$ cat src/rtl/cpu_pkg.sv
// Shared encodings for the cpu core: opcodes, ALU ops, shift codes,
// controller states and datapath select codes.
package cpu_pkg;

  localparam logic [2:0] OPC_MOV = 3'b110;
  localparam logic [2:0] OPC_ALU = 3'b101;

  localparam logic [1:0] OP_MOVR = 2'b00;
  localparam logic [1:0] OP_MOVI = 2'b10;

  localparam logic [1:0] OP_ADD = 2'b00;
  localparam logic [1:0] OP_CMP = 2'b01;
  localparam logic [1:0] OP_AND = 2'b10;
  localparam logic [1:0] OP_MVN = 2'b11;

  localparam logic [1:0] SH_NONE = 2'b00;
  localparam logic [1:0] SH_LSL  = 2'b01;
  localparam logic [1:0] SH_LSR  = 2'b10;
  localparam logic [1:0] SH_ASR  = 2'b11;

  typedef enum logic [2:0] {
    S_WAIT,
    S_DECODE,
    S_WRITE_IMM,
    S_GET_A,
    S_GET_B,
    S_EXEC,
    S_WRITE
  } state_e;

  typedef enum logic [1:0] {
    NSEL_RN,
    NSEL_RD,
    NSEL_RM
  } nsel_e;

  typedef enum logic {
    VSEL_C,
    VSEL_IMM
  } vsel_e;

  function automatic logic [15:0] sext8(input logic [7:0] v);
    return {{8{v[7]}}, v};
  endfunction

endpackage

$ cat src/rtl/cpu_datapath.sv
// Register file, shifter, ALU, A/B/C latches and N/V/Z status.
// CPU_ASR_EN selects arithmetic (vs logical) right shift for sh=11.
module cpu_regfile
  import cpu_pkg::*;
(
  input  logic        clk,
  input  logic        reset,
  input  logic        write,
  input  logic [2:0]  regnum,
  input  logic [15:0] wdata,
  output logic [15:0] rdata
);

  logic [15:0] regs_q [8];
  logic [15:0] regs_d [8];

  always_comb begin
    regs_d = regs_q;
    if (write) regs_d[regnum] = wdata;
  end

  always_ff @(posedge clk or posedge reset) begin
    if (reset) begin
      for (int i = 0; i < 8; i++) regs_q[i] <= '0;
    end else begin
      regs_q <= regs_d;
    end
  end

  assign rdata = regs_q[regnum];

endmodule

module cpu_datapath
  import cpu_pkg::*;
(
  input  logic        clk,
  input  logic        reset,
  input  logic [2:0]  regnum,
  input  logic        write,
  input  vsel_e       vsel,
  input  logic [15:0] sximm8,
  input  logic        loada,
  input  logic        loadb,
  input  logic        loadc,
  input  logic        loads,
  input  logic        asel,
  input  logic [1:0]  sh,
  input  logic [1:0]  alu_op,
  output logic [15:0] c_out,
  output logic        n_out,
  output logic        v_out,
  output logic        z_out
);

  logic [15:0] rdata;
  logic [15:0] wdata;
  logic [15:0] a_q, a_d;
  logic [15:0] b_q, b_d;
  logic [15:0] c_q, c_d;
  logic        n_q, n_d;
  logic        v_q, v_d;
  logic        z_q, z_d;
  logic [15:0] a_op;
  logic [15:0] b_sh;
  logic [15:0] alu_out;
  logic        ovf;

  assign wdata = (vsel == VSEL_IMM) ? sximm8 : c_q;

  cpu_regfile REGFILE (
    .clk    (clk),
    .reset  (reset),
    .write  (write),
    .regnum (regnum),
    .wdata  (wdata),
    .rdata  (rdata)
  );

  always_comb begin
    b_sh = b_q;
    unique case (sh)
      SH_NONE: b_sh = b_q;
      SH_LSL:  b_sh = {b_q[14:0], 1'b0};
      SH_LSR:  b_sh = {1'b0, b_q[15:1]};
      SH_ASR:
`ifdef CPU_ASR_EN
        b_sh = {b_q[15], b_q[15:1]};
`else
        b_sh = {1'b0, b_q[15:1]};
`endif
    endcase
  end

  assign a_op = asel ? 16'h0000 : a_q;

  always_comb begin
    alu_out = '0;
    unique case (alu_op)
      OP_ADD: alu_out = a_op + b_sh;
      OP_CMP: alu_out = a_op - b_sh;
      OP_AND: alu_out = a_op & b_sh;
      OP_MVN: alu_out = ~b_sh;
    endcase
  end

  // Subtraction overflows when operand signs differ and result sign flips.
  assign ovf = (a_op[15] != b_sh[15]) && (alu_out[15] != a_op[15]);

  always_comb begin
    a_d = loada ? rdata : a_q;
    b_d = loadb ? rdata : b_q;
    c_d = loadc ? alu_out : c_q;
    n_d = loads ? alu_out[15] : n_q;
    v_d = loads ? ovf : v_q;
    z_d = loads ? (alu_out == 16'h0000) : z_q;
  end

  always_ff @(posedge clk or posedge reset) begin
    if (reset) begin
      a_q <= '0;
      b_q <= '0;
      c_q <= '0;
      n_q <= 1'b0;
      v_q <= 1'b0;
      z_q <= 1'b0;
    end else begin
      a_q <= a_d;
      b_q <= b_d;
      c_q <= c_d;
      n_q <= n_d;
      v_q <= v_d;
      z_q <= z_d;
    end
  end

  assign c_out = c_q;
  assign n_out = n_q;
  assign v_out = v_q;
  assign z_out = z_q;

endmodule

$ cat src/rtl/cpu.sv
// Multi-cycle 16-bit core: instruction register, decoder and controller.
// Optional macro CPU_ASR_EN enables arithmetic shift right (see datapath).
module cpu
  import cpu_pkg::*;
(
  input  logic        clk,
  input  logic        reset,
  input  logic        s,
  input  logic        load,
  input  logic [15:0] in,
  output logic [15:0] out,
  output logic        N,
  output logic        V,
  output logic        Z,
  output logic        w
);

  logic [15:0] ir_q, ir_d;
  state_e      state_q, state_d;
  logic        w_q;

  logic [2:0] opcode;
  logic [1:0] op;
  logic [2:0] rn, rd, rm;
  logic [1:0] sh;
  logic [15:0] sximm8;

  logic is_movi, is_movr, is_mvn, is_alu3, is_cmp;

  nsel_e      nsel;
  vsel_e      vsel;
  logic [2:0] regnum;
  logic       write, loada, loadb, loadc, loads, asel;

  assign opcode = ir_q[15:13];
  assign op     = ir_q[12:11];
  assign rn     = ir_q[10:8];
  assign rd     = ir_q[7:5];
  assign sh     = ir_q[4:3];
  assign rm     = ir_q[2:0];
  assign sximm8 = sext8(ir_q[7:0]);

  assign is_movi = (opcode == OPC_MOV) && (op == OP_MOVI);
  assign is_movr = (opcode == OPC_MOV) && (op == OP_MOVR);
  assign is_mvn  = (opcode == OPC_ALU) && (op == OP_MVN);
  assign is_alu3 = (opcode == OPC_ALU) && (op != OP_MVN);
  assign is_cmp  = (opcode == OPC_ALU) && (op == OP_CMP);

  assign ir_d = load ? in : ir_q;

  always_comb begin
    state_d = state_q;
    case (state_q)
      S_WAIT:      if (s) state_d = S_DECODE;
      S_DECODE: begin
        unique case (1'b1)
          is_movi:           state_d = S_WRITE_IMM;
          (is_movr||is_mvn): state_d = S_GET_B;
          is_alu3:           state_d = S_GET_A;
          default:           state_d = S_WAIT;
        endcase
      end
      S_WRITE_IMM: state_d = S_WAIT;
      S_GET_A:     state_d = S_GET_B;
      S_GET_B:     state_d = S_EXEC;
      S_EXEC:      state_d = is_cmp ? S_WAIT : S_WRITE;
      S_WRITE:     state_d = S_WAIT;
      default:     state_d = S_WAIT;
    endcase
  end

  always_ff @(posedge clk or posedge reset) begin
    if (reset) begin
      state_q <= S_WAIT;
      w_q     <= 1'b1;
      ir_q    <= '0;
    end else begin
      state_q <= state_d;
      w_q     <= (state_d == S_WAIT);
      ir_q    <= ir_d;
    end
  end

  always_comb begin
    nsel  = NSEL_RN;
    vsel  = VSEL_C;
    write = 1'b0;
    loada = 1'b0;
    loadb = 1'b0;
    loadc = 1'b0;
    loads = 1'b0;
    case (state_q)
      S_WRITE_IMM: begin
        write = 1'b1;
        vsel  = VSEL_IMM;
      end
      S_GET_A: loada = 1'b1;
      S_GET_B: begin
        nsel  = NSEL_RM;
        loadb = 1'b1;
      end
      S_EXEC: begin
        loadc = 1'b1;
        loads = is_cmp;
      end
      S_WRITE: begin
        nsel  = NSEL_RD;
        write = 1'b1;
      end
      default: ;
    endcase
  end

  always_comb begin
    regnum = rn;
    case (nsel)
      NSEL_RD: regnum = rd;
      NSEL_RM: regnum = rm;
      default: regnum = rn;
    endcase
  end

  // MOV reg goes through the adder with a zero A operand.
  assign asel = (opcode == OPC_MOV);

  cpu_datapath DP (
    .clk    (clk),
    .reset  (reset),
    .regnum (regnum),
    .write  (write),
    .vsel   (vsel),
    .sximm8 (sximm8),
    .loada  (loada),
    .loadb  (loadb),
    .loadc  (loadc),
    .loads  (loads),
    .asel   (asel),
    .sh     (sh),
    .alu_op (op),
    .c_out  (out),
    .n_out  (N),
    .v_out  (V),
    .z_out  (Z)
  );

  assign w = w_q;

endmodule

$ cat config.mk
export PLATFORM = sky130hd
export DESIGN_NAME = cpu
export DESIGN_NICKNAME = d
export VERILOG_FILES = /design/src/rtl/cpu_pkg.sv /design/src/rtl/cpu_datapath.sv /design/src/rtl/cpu.sv
export SDC_FILE = /design/constraint.sdc
export NUM_CORES = 1
export LEC_CHECK = 0
export CAP_MARGIN = 5
export CORE_MARGIN = 2
export CORE_UTILIZATION = 60
export CTS_BUF_LIST = sky130_fd_sc_hd__clkbuf_4 sky130_fd_sc_hd__clkbuf_8
export CTS_CLUSTER_SIZE = 25
export DETAILED_ROUTE_END_ITERATION = 10
export PLACE_DENSITY = 0.8
export SLEW_MARGIN = 25
export SYNTH_ARGS = -nofsm -noshare
export SYNTH_HDL_FRONTEND = slang
export SYNTH_SLANG_ARGS = --single-unit
$ cat constraint.sdc
create_clock -name clk -period 17.2 [get_ports clk]
set_input_delay 5.16 -clock clk [delete_from_list [all_inputs] [get_ports clk]]
set_output_delay 5.16 -clock clk [all_outputs]
set_load 0.02 [all_outputs]
## Yosys cells after proc, flatten, opt, wreduce, memory -nomap -nowiden

Index checks and enable logic that the tools add are counted.

| word-level totals | value |
|---|---|
| word-level logic and storage cells | 80 |
| input bits | 20 |
| output and inout bits | 20 |
| flip-flop bits (word level) | 199 |

| operators by class | value |
|---|---|
| add/subtract/negate cells | 2 |
| magnitude comparators | 2 |
| reductions and logical operators | 15 |
| muxes and demuxes | 22 |
| bitwise gates (word level) | 3 |
| equality and inequality tests | 19 |

Operators by type and width:

| cell | number |
|---|---|
| $bwmux W128 | 1 |
| $mux W16 | 5 |
| $pmux W16 S4 | 1 |
| $bmux W16 S3 | 1 |
| $demux W16 S3 | 1 |
| $pmux W16 S3 | 1 |
| $add A16 B16 Y16 | 1 |
| $and A16 B16 Y16 | 1 |
| $logic_not A16 Y1 | 1 |
| $not A16 Y16 | 1 |
| $sub A16 B16 Y16 | 1 |
| $eq A3 B3 Y1 const B | 5 |
| $pmux W3 S5 | 1 |
| $eq A2 B2 Y1 const B | 5 |
| $pmux W3 S3 | 1 |
| $logic_and A1 B1 Y1 | 7 |
| $eq A2 B1 Y1 const B | 3 |
| $eq A3 B2 Y1 const B | 2 |
| $logic_not A3 Y1 | 2 |
| $mux W1 | 6 |
| $mux W3 | 2 |
| $pmux W3 S2 | 1 |
| $ge A4 B4 Y1 const B | 1 |
| $logic_not A2 Y1 | 2 |
| 8 further kinds | 10 |

## Depth between registers and ports, before layout

Gate-level depths: netlist of run 1.

| logic depth | value |
|---|---|
| depth after elaboration | 10 |
| mapped depth | 18 |
| gate-level depth less buffers | 16 |

## Hierarchy

Synthesis of run 1 repeated with hierarchy kept, for this count alone.

| second synthesis, totals | value |
|---|---|
| cell total of the unflattened synthesis | 877 |
| area total of the unflattened synthesis | 11151.9 um^2 |

By module, submodules not included:

| module | seq. area each (um^2) | area an instance (um^2) | cells each | instances |
|---|---|---|---|---|
| cpu_regfile | 3203.1 | 5979.5 | 335 | 1 |
| cpu_datapath | 1276.2 | 4177.8 | 459 | 1 |
| cpu | 501.7 | 994.7 | 83 | 1 |

## Worst setup path before layout of run 1

No wires, ideal clock.

| path | value |
|---|---|
| kind | input to register |
| start point | input port load |
| end point | register ir_q[0] |
| setup slack | 10934 ps |
| buffers on the path | 2 |
| data required time | 17075 ps |
| stages | 3 |
| arrival time | 6141 ps |
| setup time | 125 ps |
| cells stage by stage | clkbuf_1 > clkbuf_1 > mux2_2 |

RTL lines:

| item | RTL line | source |
|---|---|---|
| from (decl) | cpu.sv:9 | `input logic load,` |
| to (signal assigned) | cpu.sv:80 | `ir_q <= ir_d;` |
| to (decl) | cpu.sv:18 | `logic [15:0] ir_q, ir_d;` |

No word-level cell between the ends.

## Worst setup path after layout of run 1

| path | value |
|---|---|
| start point | register w_q, in the netlist w |
| end point | output port w |

RTL lines:

| item | RTL line | source |
|---|---|---|
| from (decl) | cpu.sv:20 | `logic w_q;` |
| from (signal assigned) | cpu.sv:79 | `w_q <= (state_d == S_WAIT);` |
| to (decl) | cpu.sv:15 | `output logic w` |

No word-level cell between the ends.

==> results of run 1 <==
==> cells in the final DEF (no fill, tap or decap), drive strengths merged, types with 4 or more instances in the layout <==
cell / count
clkdlybuf4s50: 39
nand3b: 6
buf: 15
clkbuf: 23
nand2b: 10
a21oi: 114
nor3b: 4
o21ai: 107
nand3: 8
mux4: 32
nor2: 119
nor3: 14
a211o: 5
nand4: 5
a311oi: 4
xor2: 12
a211oi: 9
o211ai: 8
inv: 16
clkinv: 6
xnor2: 8
nor4b: 4
or3: 5
ha: 18
o21a: 5
nor2b: 5
dfrtp: 198
mux2i: 41
nand2: 126
o31ai: 4
mux2: 31
and2: 23
==> power by group <==
group / internal (W) / switching (W)
Clock: 0.000132 / 0.000163
Combinational: 0.000448 / 0.000594
Sequential: 0.000645 / 0.000119
Total: 0.00123 / 0.000875
==> cell families (layout without fill, tap and decap cells) <==
group	Yosys count	after routing
muxes	104	104
AOI/OAI and AO/OA	293	293
adders and majority gates	19	19
DFF	199	199
buffers and inverters	85	103
xor gates and xnor gates	21	21
and+or+nand+nor	343	343
==> layout make-up <==
| type | instances | share of cell area |
|---|---|---|
| multi-input combinational | 780 | 0.457 |
| sequential | 199 | 0.432 |
| timing repair buffer | 54 | 0.0463 |
| clock buffer | 23 | 0.0258 |
| tap | 225 | 0.0244 |
| clock inverter | 9 | 0.00804 |
| inverter | 17 | 0.00619 |
==> stage by stage <==
step	utilization	hold WS (ns)	power [W]	cells	area (um2)
finish	0.668	0.482	0.00210	1307	11500
global route	0.668	0.512	0.00225	1307	11500
CTS	0.666	0.486	0.00208	1304	11500
detailed placement	0.643	0.465	0.00179	1272	11100
global placement	0.642	0.456	0.00175	1271	11100
floorplan	-	0.442	0.00152	1064	10500
==> registers in the layout, summed over array words and instances, names as in the netlist <==
name and flops:
DP.c_out 16, DP.b_q 16, DP.v_out 1, DP.REGFILE.regs_q 128, DP.z_out 1, DP.a_q 16, ir_q 16, w 1
DP.n_out 1, state_q 3
==> cells in the mapped netlist (14+ instances only) <==
master / number
sky130_fd_sc_hd__nor3_1: 14
sky130_fd_sc_hd__inv_1: 15
sky130_fd_sc_hd__nor2_1: 119
sky130_fd_sc_hd__nand2_1: 126
sky130_fd_sc_hd__mux2_2: 28
sky130_fd_sc_hd__mux2i_1: 41
sky130_fd_sc_hd__dfrtp_1: 198
sky130_fd_sc_hd__o21ai_0: 107
sky130_fd_sc_hd__and2_1: 23
sky130_fd_sc_hd__ha_1: 18
sky130_fd_sc_hd__mux4_2: 32
sky130_fd_sc_hd__a21oi_1: 114
sky130_fd_sc_hd__clkbuf_1: 51
==> per-layer routing <==
layer | part of all wire | GRT usage | vias up
met3 | 0.040 | 0.0447 | 47
met2 | 0.48 | 0.434 | 207
met5 | 0 | 0 | -
met4 | 0.030 | 0.109 | 0
li1 | - | - | 3801
met1 | 0.45 | 0.372 | 3950
==> how the worst max path moves through the flow <==
stage	start	to	slack (ns)	cells after the start
after CTS	reset	DP.REGFILE.regs_q[14]$_DFFE_PP0P_	10.35	3
after global routing	w$_DFF_PP1_	w	10.41	1
final	w$_DFF_PP1_	w	10.45	1
after global placement	reset	DP.c_out[10]$_DFFE_PP0N_	9.86	3
after detailed placement	reset	DP.c_out[11]$_DFFE_PP0N_	9.85	3
after floorplan	reset	DP.REGFILE.regs_q[0]$_DFFE_PP0P_	6.62	1
==> results_dict.tcl, run 1 <==
set metrics [dict create \
    detail_route.drc_violations 0 \
    synth_xor_xnor_area_share 0.0189 \
    ffs_latches_synth 199 \
    final_layout_size_suffix_gt1_frac 0.120 \
    io_pins 40 \
    number_of_detailed_routing_iterations_run_before_antenna_repair 5 \
    maximum_vdd_drop_mv 0.0798 \
    dp.final_hpwl_um 16500 \
    finalClockSkew_ns 0.0159 \
    run_status "complete, no violations" \
    wl_um 23900 \
    regArea_um2 4980 \
    area_growth_syn_to_layout_pct 9.53 \
    diodes 0 \
    dominantRegCellSynth "sky130_fd_sc_hd__dfrtp_1" \
    cp-start-kind "flop" \
    min_tclk_post_route_ns 6.75 \
    regToRegStartpoint "ir_q[3]$_DFFE_PP0P_" \
    cellPowerDensity_nw_per_um2 182 \
    floorplan.die_area_um2 18600 \
    start_util 0.610 \
    global_route_wire_length_before_repair_um 38800 \
    route.detailed.vias_per_inst 6.12 \
    yosys-top-cells-area "sky130_fd_sc_hd__dfrtp_1, sky130_fd_sc_hd__mux4_2, sky130_fd_sc_hd__a21oi_1, sky130_fd_sc_hd__o21ai_0, sky130_fd_sc_hd__nand2_1" \
    timing.final.setup_violations 0 \
    yosysTopAreaCell "sky130_fd_sc_hd__dfrtp_1" \
    final.setup.tns_ns 0 \
    antenna_violations_before_repair 0 \
    post_synthesis_adder_cell_area_fraction 0.0233 \
    synth_async_sr_flop_share 1.00 \
    synth_fp_nets 1103 \
    worstHoldPathType "reg -> reg" \
    grt_max_degree 121 \
    maxClockFrequency_mhz 148 \
    yosysTopAreaCellShare 0.471 \
    postCtsSetupRepairBufs 0 \
    hold_path_sink "DP.REGFILE.regs_q[109]$_DFFE_PP0P_" \
    rsz0062_at_grt "no" \
    floorplan.die.height_um 136 \
    detailedRoute.firstIterationViolations 639 \
    synthesis.area_per_instance_um2 9.89 \
    synth-simple-area-share 0.148 \
    criticalPathCategory "reg -> out" \
    r2r-end "DP.n_out$_DFFE_PP0P_" \
    post-place-ws_ns 9.85 \
    cts_buffers 17 \
    path_clk_slew_ns 0.10 \
    clock_latency_ns 0.46 \
    num_vias 8005 \
    cts-root-buf "sky130_fd_sc_hd__clkbuf_8" \
    clock_tree.buffer_depth 2 \
    setup_ws_ns 10.45 \
    crit_path_end_kind "output port" \
    critical_path_peak_fanout 1 \
    cts_tree "yes" \
    final_period_util 0.392 \
    holdBufCountCts 0 \
    synth-compound-area-share 0.163 \
    ys_warn_count 0 \
    die_width_um 136 \
    nets 1108 \
    area_taken_by_multi_input_logic_gates_um2 5260 \
    antenna_violating_nets_post_route 0 \
    syn-cell-area_um2 10500 \
    cts_resized 0 \
    timing.critical_path.slowest_cell_delay_ns 0.60 \
    number_of_placement_rows 48 \
    routed_wire_length_per_instance_um 18.3 \
    grt.overflow.total 0 \
    ff2ff_path_depth 16 \
    r2r_slack_ns 11.90 \
    worstPathBufferInverterCount 1 \
    worst_slew_pin_slew_ns 0.992 \
    core_region_area_um2 17200 \
    timing.hold.worst_path_depth 2 \
    count_of_final_hold_check_violations 0 \
    gp_routability_congestion 0.900 \
    crit_chain "clkdlybuf4s50_1" \
    final_max_slew_viol_count 0 \
    clkSinkCount 199 \
    slew-limit-headroom 0.339 \
    slowest_stage "sky130_fd_sc_hd__clkdlybuf4s50_1" \
    critPathRequiredTime_ns 12.04 \
    worstPathArrival_ns 1.59 \
    netlist_instances 1064 \
    vias_in_the_first_global_route 7636 \
    cap_violations 0 \
    fillerInstances 1309 \
    min-delay-start "DP.REGFILE.regs_q[109]$_DFFE_PP0P_" \
    path_delay_family "buffers and inverters" \
    static-leakage-power_nw 5.05 \
    synth_enable_flop_cells 0 \
    synthMuxAreaShare 0.141 \
    h-tree-depth 4 \
    main_combinational_cell_family_by_area_after_synthesis "compound AO/OA/AOI/OAI gates" \
    yosys.cell_types.count 75 \
    portBuffers 39 \
    grt_usage 0.271 \
    sequential_fraction_of_the_synthesis_area 0.474 \
]
Power figures use the tool's default switching activity.
==> run 2, diff against run 1 <==
clock period = 6.6 ns   (was 17.2 ns; I/O delays follow)
==> results_dict.tcl, run 2 (synthesis results as in run 1) <==
set metrics [dict create \
    io_pins 40 \
    rsz0062_at_grt "no" \
    cellPowerDensity_nw_per_um2 474 \
    floorplan.die_area_um2 18600 \
    worstHoldPathType "reg -> reg" \
    grt_usage 0.277 \
    die_width_um 136 \
    floorplan.die.height_um 136 \
    timing.critical_path.slowest_cell_delay_ns 0.90 \
    crit_path_end_kind "flop" \
    antenna_violating_nets_post_route 0 \
    final_max_slew_viol_count 0 \
    final_layout_size_suffix_gt1_frac 0.120 \
    final_period_util 0.797 \
    finalClockSkew_ns 0.0164 \
    registers.top_by_ff_count "DP.REGFILE.regs_q" \
    clock_latency_ns 0.47 \
    wl_met3_um 1120 \
    core_region_area_um2 17200 \
    cp-start-kind "flop" \
    topRoutingLayerUsed "met4" \
    worst_slew_pin_slew_ns 0.935 \
    cts_tree "yes" \
    maximum_vdd_drop_mv 0.262 \
    path_clk_slew_ns 0.10 \
    h-tree-depth 4 \
    p_total_w 0.00545 \
    met2_length_um 11600 \
    count_of_final_hold_check_violations 0 \
    wl_um 24000 \
    maxClockFrequency_mhz 190 \
    cts_buffers 17 \
    holdBufCountCts 0 \
    final_core_utilization 0.668 \
    largest_reg_flops 128 \
    start_util 0.610 \
    dp.final_hpwl_um 16500 \
    worstPathArrival_ns 5.62 \
    static-leakage-power_nw 5.06 \
    slowest_stage "sky130_fd_sc_hd__dfrtp_1" \
    diodes 0 \
    postCtsSetupRepairBufs 0 \
    detail_route.drc_violations 0 \
    detailedRoute.firstIterationViolations 693 \
    top_library_cells_by_usage_in_the_layout_fill_and_taps_aside "sky130_fd_sc_hd__dfrtp_1, sky130_fd_sc_hd__nand2_1, sky130_fd_sc_hd__nor2_1" \
    wl_met1_um 10700 \
    crit_chain "mux2_2 -> mux2i_1 -> ha_1 -> nand3_1 -> nor2_1 -> a21oi_1 -> xor2_1 -> ha_1 -> a211o_1 -> a2111oi_0 -> a21oi_1 -> a31oi_1 -> o221ai_1 -> a211oi_1 -> nor2_1 -> mux2_2" \
    critPathRequiredTime_ns 6.96 \
    final_common_cell "sky130_fd_sc_hd__dfrtp_1" \
    portBuffers 39 \
    clock_tree.buffer_depth 2 \
    nets 1109 \
    cts_resized 0 \
    number_of_placement_rows 48 \
    number_of_detailed_routing_iterations_run_before_antenna_repair 5 \
    cap_violations 0 \
    antenna_violations_before_repair 0 \
    route.detailed.vias_per_inst 6.09 \
    cts-root-buf "sky130_fd_sc_hd__clkbuf_8" \
    global_route_wire_length_before_repair_um 39700 \
    hold_ws_ns 0.485 \
    num_vias 7970 \
    area_growth_syn_to_layout_pct 9.46 \
    min_tclk_post_route_ns 5.26 \
    critical_path_peak_fanout 23 \
    run_status "complete, no violations" \
    grt_max_degree 166 \
    criticalPathCategory "reg -> reg" \
    timing.final.setup_violations 0 \
    routed_wire_length_per_instance_um 18.3 \
    gp_routability_congestion 0.880 \
    clkSinkCount 199 \
    slew-limit-headroom 0.377 \
    vias_in_the_first_global_route 7797 \
    final.setup.tns_ns 0 \
    grt.overflow.total 0 \
]
==> run 2: cell types whose count changed in the layout (fill, tap and decap cells not counted), sizes merged <==
cell | previous run | this run
buf | 15 | 16
inv | 16 | 20
clkbuf | 23 | 20
clkinvlp | 3 | 2
==> run 2: stage by stage <==
step                      area, um2  setup slack [ns]  cells
after floorplan               10500              2.05   1064
after global placement        11100              1.54   1274
after detailed placement      11100              1.47   1274
after CTS                     11500              1.45   1306
after global routing          11500              1.03   1308
final                         11500              1.34   1308
==> run 2: critical path, delay by kind of cell, from the launching register on <==
kind            cells  cell delay (ns)
xor+xnor            1             0.18
simple gates        3             0.38
flops               1             0.90
compound gates      7             2.11
mux                 3             0.98
fa+ha+maj           2             0.60
==> run 2: where the power goes <==
part	leakage (nW)	internal [W]	total, W	switching (W)
Sequential	2.59	0.00168	0.00202	0.000342
Clock	0.196	0.000319	0.000764	0.000445
Combinational	2.27	0.00117	0.00267	0.00150
Total	5.06	0.00317	0.00545	0.00228
==> run 2: area by class of cell <==
class | instances | area [um2]
Clock buffer | 20 | 256
Tap cell | 225 | 282
Timing Repair Buffer | 55 | 547
Multi-Input combinational cell | 780 | 5270
Inverter | 17 | 67.6
Fill cell | 1340 | 5720
Clock inverter | 12 | 115
Sequential cell | 199 | 4980
==> run 2: final timing paths <==
check	start	cells past startpoint	to	slack [ns]
setup / recovery	ir_q[3]$_DFFE_PP0P_	16	DP.n_out$_DFFE_PP0P_	1.34
hold / removal	DP.REGFILE.regs_q[90]$_DFFE_PP0P_	2	DP.REGFILE.regs_q[90]$_DFFE_PP0P_	0.49
setup reg to reg	ir_q[3]$_DFFE_PP0P_	16	DP.n_out$_DFFE_PP0P_	1.34
hold reg to reg	DP.REGFILE.regs_q[90]$_DFFE_PP0P_	2	DP.REGFILE.regs_q[90]$_DFFE_PP0P_	0.49
max in group asynchronous	reset	3	DP.REGFILE.regs_q[68]$_DFFE_PP0P_	3.33
min in group asynchronous	reset	2	DP.REGFILE.regs_q[113]$_DFFE_PP0P_	1.97
==> run 2: layer usage <==
metal	vias to the layer above	track usage
met5	-	0
met4	0	0.0943
met3	43	0.0529
met2	198	0.448
met1	3922	0.380
li1	3807	-
==> run 3, diff against run 2 <==
CORE_UTILIZATION = 57   (was 60)
PLACE_DENSITY = 0.79   (was 0.8)
clock period = 4.4 ns   (was 6.6 ns; I/O delays follow)
==> results_dict.tcl, run 3 (synthesis results as in run 1) <==
set metrics [dict create \
    worstHoldPathType "reg -> reg" \
    cts_tree "yes" \
    portBuffers 39 \
    cts_buffers 17 \
    final_layout_size_suffix_gt1_frac 0.151 \
    final_max_slew_viol_count 0 \
    antenna_violating_nets_post_route 0 \
    cell_internal_pwr_w 0.00486 \
    die_width_um 140 \
    p_total_w 0.00841 \
    start_util 0.584 \
    core_region_area_um2 18000 \
    min_tclk_post_route_ns 4.14 \
    worst_slew_pin_slew_ns 0.836 \
    slew-limit-headroom 0.427 \
    critPathRequiredTime_ns 4.77 \
    registers.top_by_ff_count "DP.REGFILE.regs_q" \
    top_library_cells_by_usage_in_the_layout_fill_and_taps_aside "sky130_fd_sc_hd__dfrtp_1, sky130_fd_sc_hd__nand2_1, sky130_fd_sc_hd__nor2_1" \
    post-route-cell-area_um2 11700 \
    dp.final_hpwl_um 18000 \
    largest_reg_flops 128 \
    number_of_placement_rows 49 \
    area_growth_syn_to_layout_pct 11.6 \
    run_status "complete, no violations" \
    maxClockFrequency_mhz 242 \
    path_clk_slew_ns 0.11 \
    maximum_vdd_drop_mv 0.498 \
    final_period_util 0.940 \
    timing.final.setup_violations 0 \
    global_route_wire_length_before_repair_um 41800 \
    hold_ws_ns 0.486 \
    clkSinkCount 199 \
    antenna_violations_before_repair 0 \
    cp-start-kind "flop" \
    static-leakage-power_nw 5.17 \
    hold_path_sink "DP.REGFILE.regs_q[91]$_DFFE_PP0P_" \
    detailedRoute.firstIterationViolations 735 \
    cellPowerDensity_nw_per_um2 716 \
    criticalPathCategory "reg -> reg" \
    grt_max_degree 154 \
    final_common_cell "sky130_fd_sc_hd__dfrtp_1" \
    regToRegStartpoint "ir_q[3]$_DFFE_PP0P_" \
    min-delay-start "DP.REGFILE.regs_q[91]$_DFFE_PP0P_" \
    floorplan.die_area_um2 19600 \
    diodes 0 \
    critical_path_peak_fanout 10 \
    wl_um 25200 \
    power.share.switching 0.421 \
    io_pins 40 \
    finalClockSkew_ns 0.0167 \
    count_of_final_hold_check_violations 0 \
    r2r-end "DP.c_out[13]$_DFFE_PP0N_" \
    post-place-ws_ns 0.195 \
    detail_route.drc_violations 0 \
    grt.overflow.total 0 \
    floorplan.die.height_um 140 \
    routed_wire_length_per_instance_um 18.8 \
    grt_usage 0.270 \
    setup_ws_ns 0.263 \
    cts-root-buf "sky130_fd_sc_hd__clkbuf_8" \
    num_vias 8054 \
    ff2ff_path_depth 17 \
    final_core_utilization 0.651 \
    clock_power_share 0.135 \
    vias_in_the_first_global_route 8138 \
    nets 1135 \
    sequentialPowerShare 0.361 \
    worstPathArrival_ns 4.51 \
    crit_path_end_kind "flop" \
    route.detailed.vias_per_inst 6.02 \
    clock_latency_ns 0.48 \
    gp_routability_congestion 0.904 \
    place_area_um2 11300 \
    h-tree-depth 4 \
    r2r_slack_ns 0.26 \
    total_net_switching_power_w 0.00354 \
    cap_violations 0 \
    clock_tree.buffer_depth 2 \
    share_comb_of_total_power 0.503 \
    timing.hold.worst_path_depth 2 \
    number_of_detailed_routing_iterations_run_before_antenna_repair 6 \
]
## run 3: stage by stage
| step | std cells | TNS (ns) |
|---|---|---|
| after detailed placement | 1305 | 0 |
| after global placement | 1305 | 0 |
| after CTS | 1337 | 0 |
| after floorplan | 1064 | 0 |
| after global routing | 1338 | -0.00310 |
| final | 1338 | 0 |
## run 3: how the worst max path moves through the flow
stage | from | end | slack (ns) | cells past startpoint
floorplan | ir_q[3]$_DFFE_PP0P_ | DP.c_out[13]$_DFFE_PP0N_ | 0.09 | 17
global placement | ir_q[3]$_DFFE_PP0P_ | DP.c_out[13]$_DFFE_PP0N_ | 0.28 | 17
detailed placement | ir_q[3]$_DFFE_PP0P_ | DP.z_out$_DFFE_PP0P_ | 0.20 | 17
CTS | ir_q[3]$_DFFE_PP0P_ | DP.z_out$_DFFE_PP0P_ | 0.13 | 17
global route | ir_q[3]$_DFFE_PP0P_ | DP.z_out$_DFFE_PP0P_ | -0.003 | 16
finish | ir_q[3]$_DFFE_PP0P_ | DP.c_out[13]$_DFFE_PP0N_ | 0.26 | 17
## run 3: layout make-up
cell class	count	area [um2]
clock buffers	19	249
clock inverters	13	121
fillers	1429	6290
inverters	17	67.6
multi-input cells	780	5310
flip-flops and latches	199	4980
well taps	229	287
repair buffers	81	722
## run 3: power by group through the flow
stage / sequential, W / combinational, W / clock [W]
after detailed placement: 0.00307 / 0.00413 / 0
after floorplan: 0.00295 / 0.00298 / 0
final: 0.00304 / 0.00423 / 0.00114
after global routing: 0.00313 / 0.00470 / 0.00122
after global placement: 0.00302 / 0.00403 / 0
after CTS: 0.00304 / 0.00416 / 0.00115
## run 3: metal layers
layer	vias to the layer above	share of wire	global-route usage
met4	0	0.021	0.0958
met1	3976	0.45	0.379
met5	-	0	0
met2	175	0.49	0.436
li1	3867	-	-
met3	36	0.034	0.0382
## run 3: worst max-delay path: stages, from the launching register on
cell and delay (ns):
sky130_fd_sc_hd__dfrtp_2 0.42, sky130_fd_sc_hd__buf_4 0.19, sky130_fd_sc_hd__mux2_2 0.35, sky130_fd_sc_hd__mux2i_1 0.23, sky130_fd_sc_hd__nand3_2 0.18, sky130_fd_sc_hd__nor2_2 0.13
sky130_fd_sc_hd__a21oi_1 0.08, sky130_fd_sc_hd__xor2_1 0.16, sky130_fd_sc_hd__ha_1 0.30, sky130_fd_sc_hd__a211o_1 0.31, sky130_fd_sc_hd__a2111oi_1 0.27, sky130_fd_sc_hd__buf_4 0.18
sky130_fd_sc_hd__a21o_1 0.14, sky130_fd_sc_hd__nor3_1 0.06, sky130_fd_sc_hd__or3_1 0.37, sky130_fd_sc_hd__and2_1 0.14, sky130_fd_sc_hd__mux2_2 0.25, sky130_fd_sc_hd__mux2_2 0.26
## run 3: repair_timing
action                                 CTS  global route
setup buffers                            0             0
hold buffers                             0             0
setup endpoints to repair                0             3
gates resized for setup                  0            14
endpoints found under the hold margin    0             0
